`config.mk`:
```
export PLATFORM = sky130hd
export DESIGN_NAME = rv32_scoreboard_flat
export DESIGN_NICKNAME = d
export VERILOG_FILES = /design/src/rtl/rv32_scoreboard_if.sv /design/src/rtl/rv32_scoreboard.sv /design/src/flat_wrapper.sv
export SDC_FILE = /design/constraint.sdc
export NUM_CORES = 1
export LEC_CHECK = 0
export ABC_AREA = 0
export CORE_MARGIN = 2
export CORE_UTILIZATION = 58
export DETAILED_ROUTE_END_ITERATION = 8
export GPL_TIMING_DRIVEN = 0
export HOLD_SLACK_MARGIN = 0.15
export PLACE_DENSITY = 0.82
export SETUP_SLACK_MARGIN = 0.05
export SLEW_MARGIN = 10
export SYNTH_ARGS = -nofsm -noshare
export SYNTH_HDL_FRONTEND = slang
export SYNTH_SLANG_ARGS = --single-unit
```
`constraint.sdc`:
```
create_clock -name clk -period 4.9 [get_ports clk]
set_input_delay 0.98 -clock clk [delete_from_list [all_inputs] [get_ports clk]]
set_output_delay 0.98 -clock clk [all_outputs]
set_load 0.005 [all_outputs]
```
`src/rtl/rv32_scoreboard_if.sv`:
```
// rv32_scoreboard_if: decode/issue, writeback, squash and status signals around the scoreboard
interface rv32_scoreboard_if #(parameter int NUM_READ = 2);
  logic                     dec_valid;
  logic [NUM_READ-1:0][4:0] dec_rs;
  logic [NUM_READ-1:0]      dec_use_rs;
  logic [4:0]               dec_rd;
  logic                     dec_register_wb;
  logic                     dec_csr_wb;
  logic                     ex_ready;
  logic                     issue;
  logic                     stall;
  logic                     wb_valid;
  logic [4:0]               wb_rd;
  logic                     sq_valid;
  logic [4:0]               sq_rd;
  logic                     csr_done;
  logic [31:0]              pending_mask;
  logic                     csr_busy;
  logic                     sb_err;
  modport slave (
    input  dec_valid, dec_rs, dec_use_rs, dec_rd, dec_register_wb, dec_csr_wb, ex_ready,
    input  wb_valid, wb_rd, sq_valid, sq_rd, csr_done,
    output issue, stall, pending_mask, csr_busy, sb_err
  );
  modport master (
    output dec_valid, dec_rs, dec_use_rs, dec_rd, dec_register_wb, dec_csr_wb, ex_ready,
    output wb_valid, wb_rd, sq_valid, sq_rd, csr_done,
    input  issue, stall, pending_mask, csr_busy, sb_err
  );
endinterface

```
`src/rtl/rv32_scoreboard.sv`:
```
// rv32_scoreboard: per-register in-flight write tracking, RAW/saturation/Zicsr issue gating; RV32_SB_WB_FWD_EN lets same-cycle retires clear hazards
module rv32_scoreboard #(
  parameter int NUM_READ     = 2,
  parameter int MAX_INFLIGHT = 3
) (
  input logic              clk,
  input logic              rstn,
  rv32_scoreboard_if.slave sb
);
  localparam int CW = $clog2(MAX_INFLIGHT + 1);
  logic [CW-1:0] cnt [32];
  logic [CW-1:0] nxt [32];
  logic [31:0]   under;
  logic [31:0]   pend;
  logic          hazard, sat, csr_block, blocked, csr_busy, sb_err;
  // x0 never holds a count, so its pending bit stays 0
  always_comb begin
    pend = '0;
    for (int r = 1; r < 32; r++) pend[r] = |cnt[r];
  end
  // a source hazards only while its effective in-flight count is nonzero
  always_comb begin
`ifdef RV32_SB_WB_FWD_EN
    int e;
    e = 0;
`endif
    hazard = 1'b0;
    for (int i = 0; i < NUM_READ; i++) begin
`ifdef RV32_SB_WB_FWD_EN
      e = int'(cnt[sb.dec_rs[i]]) - int'(sb.wb_valid && sb.wb_rd == sb.dec_rs[i])
        - int'(sb.sq_valid && sb.sq_rd == sb.dec_rs[i]);
      hazard = hazard | (sb.dec_use_rs[i] && sb.dec_rs[i] != 5'd0 && e > 0);
`else
      hazard = hazard | (sb.dec_use_rs[i] && sb.dec_rs[i] != 5'd0 && cnt[sb.dec_rs[i]] != '0);
`endif
    end
  end
  assign sat             = sb.dec_register_wb && cnt[sb.dec_rd] == CW'(MAX_INFLIGHT);
  assign csr_block       = sb.dec_csr_wb && |pend;
  assign blocked         = hazard || csr_busy || sat || csr_block;
  assign sb.issue        = sb.dec_valid && sb.ex_ready && !blocked;
  assign sb.stall        = sb.dec_valid && blocked;
  assign sb.pending_mask = pend;
  assign sb.csr_busy     = csr_busy;
  assign sb.sb_err       = sb_err;
  // net per-register update: +issue -writeback -squash, clamped at zero on underflow
  always_comb begin
    int n;
    n = 0;
    nxt[0] = '0;
    under = '0;
    for (int r = 1; r < 32; r++) begin
      n = int'(cnt[r]) + int'(sb.issue && sb.dec_register_wb && sb.dec_rd == 5'(r))
        - int'(sb.wb_valid && sb.wb_rd == 5'(r)) - int'(sb.sq_valid && sb.sq_rd == 5'(r));
      under[r] = n < 0;
      nxt[r] = n < 0 ? '0 : CW'(n);
    end
  end
  // counters, Zicsr busy flag (issue beats done) and sticky underflow error
  always_ff @(posedge clk or negedge rstn) begin
    if (!rstn) begin
      for (int r = 0; r < 32; r++) cnt[r] <= '0;
      csr_busy <= 1'b0;
      sb_err <= 1'b0;
    end else begin
      for (int r = 0; r < 32; r++) cnt[r] <= nxt[r];
      csr_busy <= (sb.issue && sb.dec_csr_wb) ? 1'b1 : sb.csr_done ? 1'b0 : csr_busy;
      sb_err <= sb_err | (|under);
    end
  end
endmodule
```
`src/flat_wrapper.sv`:
```
// flat-port wrapper written by rule: the top's interface ports become plain ports
module rv32_scoreboard_flat 
#(
  parameter int NUM_READ     = 2,
  parameter int MAX_INFLIGHT = 3
)
  (clk, rstn, sb_dec_valid, sb_dec_rs, sb_dec_use_rs, sb_dec_rd, sb_dec_register_wb, sb_dec_csr_wb, sb_ex_ready, sb_wb_valid, sb_wb_rd, sb_sq_valid, sb_sq_rd, sb_csr_done, sb_issue, sb_stall, sb_pending_mask, sb_csr_busy, sb_sb_err);
  rv32_scoreboard_if #(.NUM_READ(NUM_READ)) sb_i ();
  input logic clk;
  input logic rstn;
  input wire logic [$bits(sb_i.dec_valid)-1:0] sb_dec_valid;
  input wire logic [$bits(sb_i.dec_rs)-1:0] sb_dec_rs;
  input wire logic [$bits(sb_i.dec_use_rs)-1:0] sb_dec_use_rs;
  input wire logic [$bits(sb_i.dec_rd)-1:0] sb_dec_rd;
  input wire logic [$bits(sb_i.dec_register_wb)-1:0] sb_dec_register_wb;
  input wire logic [$bits(sb_i.dec_csr_wb)-1:0] sb_dec_csr_wb;
  input wire logic [$bits(sb_i.ex_ready)-1:0] sb_ex_ready;
  input wire logic [$bits(sb_i.wb_valid)-1:0] sb_wb_valid;
  input wire logic [$bits(sb_i.wb_rd)-1:0] sb_wb_rd;
  input wire logic [$bits(sb_i.sq_valid)-1:0] sb_sq_valid;
  input wire logic [$bits(sb_i.sq_rd)-1:0] sb_sq_rd;
  input wire logic [$bits(sb_i.csr_done)-1:0] sb_csr_done;
  output wire logic [$bits(sb_i.issue)-1:0] sb_issue;
  output wire logic [$bits(sb_i.stall)-1:0] sb_stall;
  output wire logic [$bits(sb_i.pending_mask)-1:0] sb_pending_mask;
  output wire logic [$bits(sb_i.csr_busy)-1:0] sb_csr_busy;
  output wire logic [$bits(sb_i.sb_err)-1:0] sb_sb_err;
  assign sb_i.dec_valid = sb_dec_valid;
  assign sb_i.dec_rs = sb_dec_rs;
  assign sb_i.dec_use_rs = sb_dec_use_rs;
  assign sb_i.dec_rd = sb_dec_rd;
  assign sb_i.dec_register_wb = sb_dec_register_wb;
  assign sb_i.dec_csr_wb = sb_dec_csr_wb;
  assign sb_i.ex_ready = sb_ex_ready;
  assign sb_i.wb_valid = sb_wb_valid;
  assign sb_i.wb_rd = sb_wb_rd;
  assign sb_i.sq_valid = sb_sq_valid;
  assign sb_i.sq_rd = sb_sq_rd;
  assign sb_i.csr_done = sb_csr_done;
  assign sb_issue = sb_i.issue;
  assign sb_stall = sb_i.stall;
  assign sb_pending_mask = sb_i.pending_mask;
  assign sb_csr_busy = sb_i.csr_busy;
  assign sb_sb_err = sb_i.sb_err;
  rv32_scoreboard #(.NUM_READ(NUM_READ), .MAX_INFLIGHT(MAX_INFLIGHT)) u_core (.clk(clk), .rstn(rstn), .sb(sb_i));
endmodule
```
==> reports/metrics.cfg <==
[outcome]
status=finished clean

[grt]
grt_overflow=0
top_usage_layer=met2
grt_pass1_vias=6453
antenna_found_initial=0
globalRouteMet1Util=0.475
grt_pass1_wl_um=34800
grt_start_max_net_pins=36
grt_use_total=0.370
use_met2=0.584
met3_usage=0.0807

[pwr]
power_frac_comb=0.469
p_leak_nw=3.52
vdd_ir_drop_max_mv=0.253
p_sw_frac=0.397
power_frac_seq=0.323
power_switching_mw=1.12
p_total_mw=2.81
intPower_mw=1.69
power_frac_clock=0.209
power_density_mw_per_mm2=360

[synthesis]
async_flop_share=1.00
yosysSeqAreaShare=0.243
syn_area_sq_mm=0.00658
synth_top_area_share=0.243
ys_ff_latch=64
synth_cell_types=53
synth_top_area_cell=dfrtp_1
synth.avg_cell_area_sq_um=8.81
yosys_warnings=0
synth_nets=876
synth-main-ff-cell=dfrtp_1
postSynthCellCount=747
synth_edf_count=0
synth_area_leaders=dfrtp_1 (24%), ha_1 (12%), nand2_1 (11%)

[setup_path]
path_cells=buf_2 > buf_2 > mux4_2 > mux4_2 > a221o_1 > buf_6 > nor4_2 > clkdlybuf4s50_1
crit_arrival_ns=3.79
cp_max_fo=10
max_stage_delay_ns=0.55
worstSetupEndpointType=output port
critical_path_buf_inv_count=4
start_kind=primary input
crit_family=buffers and inverters
cpMaxStageDelayCell=clkdlybuf4s50_1
critical_path_required_ns=3.92
path_class=in -> out

[sta]
finalClockSkew_ns=0.00608
hold_viol=0
fin_crit_sh=0.973
relSlewSlack=0.419
fmaxAchievable_mhz=210
finalSetupViolCount=0
maxSlewViolCount=0
rsz0062_at_grt=no
min_period_ns=4.77
setup_ws_ns=0.135
worst_slew_pin_slew_ns=0.869

[clocking]
tritoncts=built
clockRootBuffer=clkbuf_16
htree_levels=3
clockBufferDepth=2
ctsHoldBuffers=0
cts.sinks=64
cts_made_buffers=9
clkSlewWorstSetupHoldPaths_ns=0.05
insertion_delay_ns=0.35

[final_layout]
nFillCells=860
area_growth_pct=18.5
stdcell_count=972
final_common_cell=nand2_1
drive_gt1_frac=0.153
num_antenna_cells=0
final_cell_mix=nand2_1 (188), nor2_1 (70), dfrtp_1 (64)
fin_nets=957

[floorplanning]
dieWidth_um=111
num_io_pins=72
fp.dieArea_sq_mm=0.0122
core_region_area_sq_mm=0.0109
row_count=38
fp.dieH_um=111
start_util=0.602

[place]
portBuffers=65
dp.cells=953
dp_slack_ns=-0.685
place_congestion=1.03
dp_hpwl_um=17800

[routing]
ant_nets=0
drt-total-wl_um=22100
wire_per_inst_um=22.8
first_pass_iters=7
vias=6383
drt_iter0_drc=585
drc=0
drt-vias-per-instance=6.57

[hold_path]
hold_path_class=in -> async

[job]
drv_cap=0

[logic make-up after synthesis]
kind of cell / share of synthesized area
simple gates: 0.368
fa+ha+maj: 0.212
flops: 0.243
buf+inv: 0.0399
compound gates: 0.0439
mux: 0.0927
other cells: 0.000570
[registers in the layout, summed over array words and instances (netlist names)]
register / cells
u_core.sb.csr_busy: 1
u_core.sb.sb_err: 1
u_core.cnt: 62
[metal layers]
metal | vias to the layer above | wire length [um] | share of wire
li1 | 2806 | - | -
met5 | - | 0 | 0
met1 | 3036 | 8560 | 0.39
met2 | 434 | 10000 | 0.45
met3 | 107 | 2360 | 0.11
met4 | 0 | 1190 | 0.054
[cell type report]
| class | count | area, sq um | area share |
|---|---|---|---|
| Timing Repair Buffer | 70 | 701 | 0.0898 |
| Tap cell | 140 | 175 | 0.0225 |
| Multi-Input combinational cell | 633 | 4800 | 0.615 |
| Clock buffer | 11 | 233 | 0.0298 |
| Inverter | 19 | 71.3 | 0.00914 |
| Buffer | 31 | 203 | 0.0260 |
| Sequential cell | 64 | 1600 | 0.205 |
| Clock inverter | 4 | 22.5 | 0.00289 |
[path summary, 6_finish.rpt]
| check | from | end | slack, ns | depth (start not counted) |
|---|---|---|---|---|
| worst max-delay path | sb_dec_rd[1] | sb_issue | 0.13 | 8 |
| worst min-delay path | rstn | u_core.cnt[31] | 0.57 | 1 |
| worst max register to register | u_core.cnt[8] | u_core.sb.sb_err | 0.73 | 13 |
| worst min register to register | u_core.sb.csr_busy | u_core.sb.csr_busy | 0.60 | 2 |
| min in group clk | u_core.sb.csr_busy | u_core.sb.csr_busy | 0.60 | 2 |
| max in group asynchronous | rstn | u_core.cnt[25] | 3.78 | 2 |
[cells in the mapped netlist (all sizes together), types with 10 or more instances]
| cell type | number |
|---|---|
| ha | 62 |
| nand3 | 10 |
| nor3 | 47 |
| clkbuf | 12 |
| nand2 | 188 |
| buf | 19 |
| mux4 | 21 |
| dfrtp | 64 |
| nor2b | 37 |
| nor4 | 56 |
| inv | 19 |
| fa | 31 |
| or2 | 24 |
| nor2 | 70 |
[through the flow]
stage	utilization	area, sq um	TNS, ns	hold slack (ns)
3_3_place_gp	0.678	7410	-1.55	0.534
3_5_place_dp	0.679	7430	-2.19	0.576
5_1_grt	0.714	7800	0	0.608
4_1_cts	0.706	7720	0	0.583
6_report	0.714	7800	0	0.570
2_1_floorplan	-	6580	0	0.519
[power groups by stage]
stage | Sequential (mW) | Clock, mW | Combinational (mW)
global placement | 0.882 | 0 | 1.21
detailed placement | 0.891 | 0 | 1.27
floorplan | 0.777 | 0 | 0.765
finish | 0.906 | 0.587 | 1.32
global route | 0.907 | 0.602 | 1.43
CTS | 0.883 | 0.585 | 1.29
[timing repair]
| item | 4_1_cts | 5_1_grt |
|---|---|---|
| buffers inserted | 0 | 4 |
| setup endpoints to repair | 4 | 6 |
| gates resized for setup | 10 | 14 |
| pin swaps | 0 | 1 |
Power figures use the tool's default switching activity.
